<file path="src/rtl/alu_exec_unit.sv">
// alu_exec_unit: execute-stage ALU with valid/ready handshakes on both sides.
//
// Supported control codes: 0010 ADD, 0110 SUB, 0001 OR, 0011 AND. Any other
// code completes in one cycle with result=0 and inv_ctrl=1.
//
// Build option ALU_SHIFT_EN (macro): when defined, codes 1000 (SLL) and
// 1001 (SRL) become valid. They run one bit per cycle through a BUSY state
// and a shift-amount down-counter. When the macro is undefined, these codes
// are treated as invalid and no shift hardware is built.
//
// Ports:
//   clk, rst_n          clock, asynchronous active-low reset
//   in_valid/in_ready   request handshake; alu_ctrl, op_a and op_b are
//                       captured on accept
//   op_b[SHW-1:0]       shift amount
//   out_valid/out_ready result handshake; result, zero, ovf and inv_ctrl
//                       stay stable while out_valid is high
module alu_exec_unit #(
    parameter int WIDTH = 64,
    parameter int SHW   = $clog2(WIDTH)
) (
    input  logic             clk,
    input  logic             rst_n,
    input  logic             in_valid,
    output logic             in_ready,
    input  logic [3:0]       alu_ctrl,
    input  logic [WIDTH-1:0] op_a,
    input  logic [WIDTH-1:0] op_b,
    output logic             out_valid,
    input  logic             out_ready,
    output logic [WIDTH-1:0] result,
    output logic             zero,
    output logic             ovf,
    output logic             inv_ctrl
);

    if (WIDTH < 8 || (1 << SHW) != WIDTH) begin : g_bad_width
        $error("alu_exec_unit: WIDTH must be a power of two >= 8");
    end

    localparam logic [3:0] CTRL_AND = 4'b0011;
    localparam logic [3:0] CTRL_OR  = 4'b0001;
    localparam logic [3:0] CTRL_ADD = 4'b0010;
    localparam logic [3:0] CTRL_SUB = 4'b0110;
`ifdef ALU_SHIFT_EN
    localparam logic [3:0] CTRL_SLL = 4'b1000;
    localparam logic [3:0] CTRL_SRL = 4'b1001;

    typedef enum logic [1:0] {IDLE = 2'd0, BUSY = 2'd1, DONE = 2'd2} state_t;
`else
    typedef enum logic [0:0] {IDLE = 1'b0, DONE = 1'b1} state_t;
`endif

    state_t state, state_nxt, issue_state;

    logic             accept;
    logic [WIDTH-1:0] sum, diff;
    logic [WIDTH-1:0] calc_res;
    logic             calc_ovf, calc_inv, calc_multi;

    logic [WIDTH-1:0] result_q;
    logic             zero_q, ovf_q, inv_q;

`ifdef ALU_SHIFT_EN
    logic [WIDTH-1:0] shreg, shift_nxt;
    logic [SHW-1:0]   cnt;
    logic             dir_right;
`endif

    assign accept = in_valid && in_ready;
    assign sum    = op_a + op_b;
    assign diff   = op_a - op_b;

    // Operation decode; single-cycle codes produce their final result here.
    always_comb begin
        calc_res   = '0;
        calc_ovf   = 1'b0;
        calc_inv   = 1'b0;
        calc_multi = 1'b0;
        case (alu_ctrl)
            CTRL_ADD: begin
                calc_res = sum;
                calc_ovf = (op_a[WIDTH-1] == op_b[WIDTH-1]) &&
                           (sum[WIDTH-1] != op_a[WIDTH-1]);
            end
            CTRL_SUB: begin
                calc_res = diff;
                calc_ovf = (op_a[WIDTH-1] != op_b[WIDTH-1]) &&
                           (diff[WIDTH-1] != op_a[WIDTH-1]);
            end
            CTRL_OR:  calc_res = op_a | op_b;
            CTRL_AND: calc_res = op_a & op_b;
`ifdef ALU_SHIFT_EN
            // A zero shift amount completes immediately with op_a unchanged.
            CTRL_SLL, CTRL_SRL: begin
                calc_res   = op_a;
                calc_multi = (op_b[SHW-1:0] != '0);
            end
`endif
            default:  calc_inv = 1'b1;
        endcase
    end

`ifdef ALU_SHIFT_EN
    assign shift_nxt   = dir_right ? (shreg >> 1) : (shreg << 1);
    assign issue_state = calc_multi ? BUSY : DONE;
`else
    assign issue_state = DONE;
`endif

    // State register
    always_ff @(posedge clk or negedge rst_n) begin
        if (!rst_n) state <= IDLE;
        else        state <= state_nxt;
    end

    // Next-state logic
    always_comb begin
        state_nxt = state;
        case (state)
            IDLE: if (accept) state_nxt = issue_state;
            DONE: begin
                if (accept)         state_nxt = issue_state;
                else if (out_ready) state_nxt = IDLE;
            end
`ifdef ALU_SHIFT_EN
            BUSY: if (cnt == SHW'(1)) state_nxt = DONE;
`endif
            default: state_nxt = IDLE;
        endcase
    end

    // Output logic
    always_comb begin
        in_ready  = (state == IDLE) || ((state == DONE) && out_ready);
        out_valid = (state == DONE);
        result    = result_q;
        zero      = zero_q;
        ovf       = ovf_q;
        inv_ctrl  = inv_q;
    end

    // Datapath registers
    always_ff @(posedge clk or negedge rst_n) begin
        if (!rst_n) begin
            result_q  <= '0;
            zero_q    <= 1'b0;
            ovf_q     <= 1'b0;
            inv_q     <= 1'b0;
`ifdef ALU_SHIFT_EN
            shreg     <= '0;
            cnt       <= '0;
            dir_right <= 1'b0;
`endif
        end else begin
            if (accept) begin
`ifdef ALU_SHIFT_EN
                if (calc_multi) begin
                    shreg     <= op_a;
                    cnt       <= op_b[SHW-1:0];
                    dir_right <= (alu_ctrl == CTRL_SRL);
                end else
`endif
                begin
                    result_q <= calc_res;
                    zero_q   <= !calc_inv && (calc_res == '0);
                    ovf_q    <= calc_ovf;
                    inv_q    <= calc_inv;
                end
            end
`ifdef ALU_SHIFT_EN
            // The last shift step writes straight into the result register so
            // DONE presents the final value on the following cycle.
            else if (state == BUSY) begin
                shreg <= shift_nxt;
                cnt   <= cnt - SHW'(1);
                if (cnt == SHW'(1)) begin
                    result_q <= shift_nxt;
                    zero_q   <= (shift_nxt == '0);
                    ovf_q    <= 1'b0;
                    inv_q    <= 1'b0;
                end
            end
`endif
        end
    end

endmodule
</file>
<file path="config.mk">
export PLATFORM = sky130hd
export DESIGN_NAME = alu_exec_unit
export DESIGN_NICKNAME = d
export VERILOG_FILES = /design/src/rtl/alu_exec_unit.sv
export SDC_FILE = /design/constraint.sdc
export NUM_CORES = 1
export LEC_CHECK = 0
export BUFFER_PORTS_ARGS = -buffer_cell sky130_fd_sc_hd__buf_4
export CAP_MARGIN = 20
export CORE_MARGIN = 2
export CORE_UTILIZATION = 31
export DETAILED_ROUTE_END_ITERATION = 16
export SYNTH_ARGS = -nofsm -noshare
export SYNTH_HDL_FRONTEND = slang
export SYNTH_SLANG_ARGS = --single-unit
</file>
<file path="constraint.sdc">
create_clock -name clk -period 5 [get_ports clk]
set_input_delay 0.25 -clock clk [delete_from_list [all_inputs] [get_ports clk]]
set_output_delay 0.25 -clock clk [all_outputs]
set_load 0.005 [all_outputs]
</file>
# == Word-level counts from Yosys, hierarchy flattened ==
# Cells that the tools add are included.
# classes
eq_ne,8
addsub,2
mux,7
n_reduce_logical,8
n_bitwise,3
# ops
cell,n
64-bit one-hot mux with 4 select lines,1
64-bit adder,1
64-bit bitwise AND,1
64-bit zero test,1
64-bit bitwise OR,1
64-bit subtractor,1
4-bit by 2-bit == test with 1-bit output (second input constant),2
1-bit logical AND,5
4-bit by 1-bit == test with 1-bit output (second input constant),1
4-bit by 3-bit == test with 1-bit output (second input constant),1
1-bit 2-to-1 mux,4
1-bit one-hot mux with 2 select lines,2
4-bit OR reduction,1
1-bit inequality test,3
1-bit == test,1
1-bit logical OR,1
1-bit inverter,1
# totals
in_bits,136
ff_bits,68
word_cells,33
out_inout_bits,69

# == Longest topological paths before layout ==
# depth
ltp_word,5
depth_mapped,17
depth_no_buf,16

# == Worst setup path before layout ==
# OpenSTA, ideal clock, no wires.
# synth_path
path_kind,input to register
from,input op_a[0]
to,"register zero_q, in the netlist zero"
path_slack_ns,0.965
required_ns,4.905
setup_time_ns,0.095
n_path_buf,0
stages,16
arrival_time_ns,3.939
cell_sequence,ha_1 > inv_1 > fa_1 > nand2b_1 > a211oi_4 > nand4_2 > a211oi_2 > o211ai_1 > o31a_1 > o41a_1 > a211oi_1 > xnor2_1 > o22ai_1 > nand4b_1 > or4b_1 > o31ai_1
# synth_via
elab_chain_cells,4
word_cells_on_any_way,7
classes_between,add/sub: 2; mux: 1; bitwise: 2; reduce/logical: 2
# synth_lines
element,line_no,source
"start, declared",27,"input logic [WIDTH-1:0] op_a,"
"64-bit subtractor, or another cell as far along",72,assign diff = op_a - op_b;
64-bit one-hot mux with 4 select lines *,80,case (alu_ctrl)
64-bit zero test *,166,zero_q <= !calc_inv && (calc_res == '0);
1-bit logical AND *,166,
"end signal, assigned",166,
"end, declared",62,"logic zero_q, ovf_q, inv_q;"
# Mark *: on every way between the ends. The rest lies on a longest branch, timed or not.
# A chain may end at the register's enable or synchronous reset.

# == Final worst setup path ==
# layout_path
from,input op_a[14]
to,"register zero_q, in the netlist zero"
# The elaborated chain is that of the path after synthesis.

==> summary.md <==
| Metric | Value |
|---|---|
| Status | `complete, no violations` |
| Post-synth EDFFs | `0` |
| Adder-cell share of the synthesized area | `18.6%` |
| Crit. End Element | `flop` |
| Die X | `218 µm` |
| Fmax | `211 MHz` |
| Detail Placement HPWL | `54,600 µm` |
| Crit Reg-Reg Startpoint | `out_valid$_DFF_PN0_` |
| Worst path slowest cell | `o211ai_1` |
| Die Height | `218 µm` |
| Nets | `2,616` |
| Row cnt | `78` |
| Synth Area in Compound Gates | `33.3%` |
| Post-Syn Instances | `2,070` |
| CP max FO | `8` |
| Post-synth top flop | `dfrtp_1` |
| Setup CP Type | `primary input to flop` |
| Pwr per Cell Area | `187 nW/µm²` |
| Antenna Nets Post-Route | `0` |
| Fin Setup TNS | `0 ns` |
| Sw Share | `47.1%` |
| Critical Path AT | `5.01 ns` |
| ANT cells | `0` |
| Slowest stage delay, CP | `0.49 ns` |
| Synthesized area per cell | `6.88 µm²` |
| Seq pwr share | `20.6%` |
| Syn_nets | `2,416` |
| Sw Pwr | `1.51 mW` |
| Hold buffer count at CTS | `0` |
| GRT Overall Usage | `27.1%` |
| Reg2Reg Capture Point | `zero$_DFFE_PN0P_` |
| Power Internal | `1.70 mW` |
| RSZ-0062 raised after global routing | `no` |
| CTS Buf Count | `9` |
| Post-DP Area | `16,800 µm²` |
| Worst-Skew Late Latency | `0.37 ns` |
| Min cycle time layout | `4.74 ns` |
| FF+latch count, synth | `68` |
| Setup Viol. Count Final | `0` |
| DR iter-0 viols | `1,877` |
| VDD IR max | `0.000186 V` |
| Initial antenna violation count | `0` |
| Top-level I/O count | `205` |
| Input/output buffers | `204` |
| Core footprint | `45,400 µm²` |
| Kind of start point of the critical path | `primary input` |
| Delay-heaviest family, CP | `simple AND/OR/NAND/NOR gates` |
| CTS Root Cell | `clkbuf_16` |
| Distinct cells, synth | `96` |
| P_leak | `7.79 nW` |
| Combinational share of power | `58.2%` |
| Least-Margin Pin Slew | `1.01 ns` |
| Main combinational cell family by area after synthesis | `compound AO/OA/AOI/OAI gates` |
| Remaining DRCs | `0` |
| Drt wl/cell | `23.0 µm` |
| Drt first pass iters | `6` |
| Max-cap viol count | `0` |
| CP Cell Sequence | `buf_4 > inv_1 > ha_1 > buf_4 > nor2_1 > nand2_1 > nor2_1 > o211ai_1 > a32oi_1 > xnor2_1 > o22ai_1 > nor4_1 > nand4_1 > nor4_1 > buf_4 > nand4b_1 > or4b_1 > o31ai_1` |
| Warning count from the yosys run | `0` |
| CP required | `5.27 ns` |
| Final period utilization | `94.8%` |
| Clock Skew | `0.0195 ns` |
| Post-route cell area | `17,100 µm²` |
| Fill count | `4,844` |
| CTS tree | `built` |
| Relative slew slack | `33.0%` |
| Post-Synth XOR/XNOR Area | `2.95%` |
| Cell count of the worst reg-to-reg path | `14` |
| WP buf/inv | `4` |
| Mux contribution to synthesized area | `2.35%` |
| Share of cells above drive strength 1 | `16.8%` |
| Dominant cell type by count on the critical path | `buf_4` |
| Hold Path Class | `primary input to asynchronous set/reset pin` |
| Vias | `16,600` |
| Clock sink count | `68` |
| Final Max Slew Viols | `0` |
| Clk pwr share | `21.3%` |
| Routed wire length | `66,200 µm` |
| Async set or reset register ratio after synthesis | `100%` |
| First-pass GRT wire length | `98,600 µm` |
| Reg2Reg Setup Slack | `1.27 ns` |
| Sequential share of the synthesized area | `11.9%` |
| H-tree depth | `3` |
| Final Hold Fails | `0` |
| Die area | `47,700 µm²` |
| Clk buf depth | `2` |
| Post-Syn Area | `14,200 µm²` |
| Area Overhead vs Synth | `20.2%` |
| Vias in the first global route | `15,800` |
| Clk pin slew, worst setup/hold paths | `0.07 ns` |
| Largest net degree at the start of global routing | `74` |
| Gp weighted congestion | `0.985` |
| Aggregate global routing overflow | `0` |
| Simple-gate share of the synthesized area | `22.2%` |
| Post-DR vias/cell | `5.78` |
| Initial core utilization | `31.4%` |
-- synthesized netlist by cell type (5+ instances only) --
| cell type | number | area (µm²) |
|---|---|---|
| a21boi_0 | 10 | 75.1 |
| nand2b_1 | 15 | 93.8 |
| o221ai_1 | 9 | 78.8 |
| nor2_1 | 174 | 653 |
| o21a_1 | 24 | 180 |
| o21ai_1 | 5 | 25.0 |
| mux2_2 | 20 | 225 |
| buf_1 | 11 | 41.3 |
| a22oi_1 | 19 | 143 |
| nand4_1 | 47 | 294 |
| nand2_1 | 224 | 841 |
| o31ai_1 | 45 | 338 |
| o22ai_1 | 16 | 100 |
| xnor2_1 | 47 | 412 |
| a221oi_1 | 13 | 114 |
| a2bb2oi_1 | 5 | 43.8 |
| o211ai_1 | 27 | 203 |
| o21bai_1 | 22 | 165 |
| o31a_1 | 9 | 78.8 |
| a21oi_1 | 219 | 1100 |
| a31oi_1 | 18 | 113 |
| a211oi_1 | 34 | 255 |
| and4_1 | 5 | 43.8 |
| a2111oi_0 | 9 | 78.8 |
| inv_1 | 204 | 766 |
| ha_1 | 208 | 2600 |
| o21ai_0 | 163 | 816 |
| or3_1 | 13 | 81.3 |
| and2_1 | 9 | 56.3 |
| and3_1 | 5 | 31.3 |
| mux2i_1 | 11 | 110 |
| buf_2 | 16 | 80.1 |
| a21o_1 | 22 | 165 |
| clkbuf_1 | 84 | 315 |
| nand3_1 | 36 | 180 |
| nor2b_1 | 23 | 144 |
| nor3_1 | 33 | 165 |
| dfrtp_1 | 68 | 1700 |
| nor4_1 | 45 | 282 |
| o311ai_0 | 5 | 43.8 |
| or2_2 | 7 | 43.8 |
-- registers in the layout (all words and copies together) (netlist names) --
signal,cells
ovf,1
out_valid,1
inv_ctrl,1
result,64
zero,1
-- metrics by stage --
| stage | instances | setup WS [ns] | hold slack [ns] | util, % | power, mW |
|---|---|---|---|---|---|
| final | 2874 | 0.258 | 0.0553 | 37.7 | 3.21 |
| after global routing | 2874 | 0.144 | 0.126 | 37.7 | 3.39 |
| after CTS | 2874 | 0.241 | 0.0935 | 37.7 | 3.18 |
| after detailed placement | 2859 | -0.101 | 0.474 | 37.1 | 2.49 |
| after global placement | 2859 | -0.0543 | 0.463 | 37.1 | 2.48 |
| after floorplan | 2070 | 0.965 | -0.0456 | - | 1.73 |
-- placed cells by master (no fill, tap or decap), types with 18 or more instances in the layout --
cell / instances
nor3_1: 33
nor2_1: 172
o21bai_1: 22
a31oi_1: 18
nand2_1: 223
a21o_1: 22
a211oi_1: 33
nand3_1: 36
buf_4: 304
dfrtp_1: 68
ha_1: 208
o211ai_1: 27
xnor2_1: 47
o21ai_0: 163
o31ai_1: 45
a22oi_1: 19
mux2_2: 20
nor4_1: 45
o21a_1: 24
nand4_1: 47
a21oi_1: 219
inv_1: 204
nor2b_1: 23
-- cells by family after synthesis --
family | Yosys count
muxes | 31
buffers and inverters | 320
xor gates and xnor gates | 48
DFF | 68
and+or+nand+nor | 661
adders and majority gates | 210
AOI/OAI and AO/OA | 732
-- worst max-delay path by stage --
stage / from / slack (ns) / to / depth (start not counted)
2_1_floorplan: op_a[0] / 0.97 / zero$_DFFE_PN0P_ / 16
3_3_place_gp: op_b[8] / -0.05 / zero$_DFFE_PN0P_ / 18
3_5_place_dp: op_b[8] / -0.10 / zero$_DFFE_PN0P_ / 18
4_1_cts: op_b[8] / 0.24 / zero$_DFFE_PN0P_ / 18
5_1_grt: op_b[0] / 0.14 / zero$_DFFE_PN0P_ / 18
6_report: op_a[14] / 0.26 / zero$_DFFE_PN0P_ / 18
-- power by group through the flow --
| stage | logic (mW) | registers (mW) | clock network (mW) |
|---|---|---|---|
| 2_1_floorplan | 1.07 | 0.658 | 0 |
| 3_3_place_gp | 1.81 | 0.668 | 0 |
| 3_5_place_dp | 1.82 | 0.670 | 0 |
| 4_1_cts | 1.83 | 0.660 | 0.692 |
| 5_1_grt | 2.02 | 0.666 | 0.705 |
| 6_report | 1.87 | 0.660 | 0.682 |
-- cell type report --
| type | instances | area [µm²] | share of cell area [%] |
|---|---|---|---|
| multi-input combinational | 1682 | 11300 | 66.1 |
| inverter | 205 | 769 | 4.50 |
| sequential | 68 | 1700 | 9.94 |
| timing repair buffer | 304 | 2280 | 13.3 |
| tap | 600 | 751 | 4.39 |
| clock buffer | 9 | 225 | 1.32 |
| clock inverter | 6 | 65.1 | 0.380 |
-- metal layers --
metal | vias up | wire length [µm] | GRT usage, %
met5 | - | 0 | 0
met3 | 95 | 5770 | 4.95
met2 | 805 | 28200 | 41.1
met4 | 0 | 1540 | 6.92
met1 | 7865 | 30600 | 39.1
li1 | 7839 | - | -
-- timing repair --
action / 4_1_cts / 5_1_grt
setup endpoints to repair: 0 / 1
buffers inserted: 0 / 0
hold endpoints to repair: 0 / 0
resized for setup: 0 / 1
(Power assumes the default switching activity.)
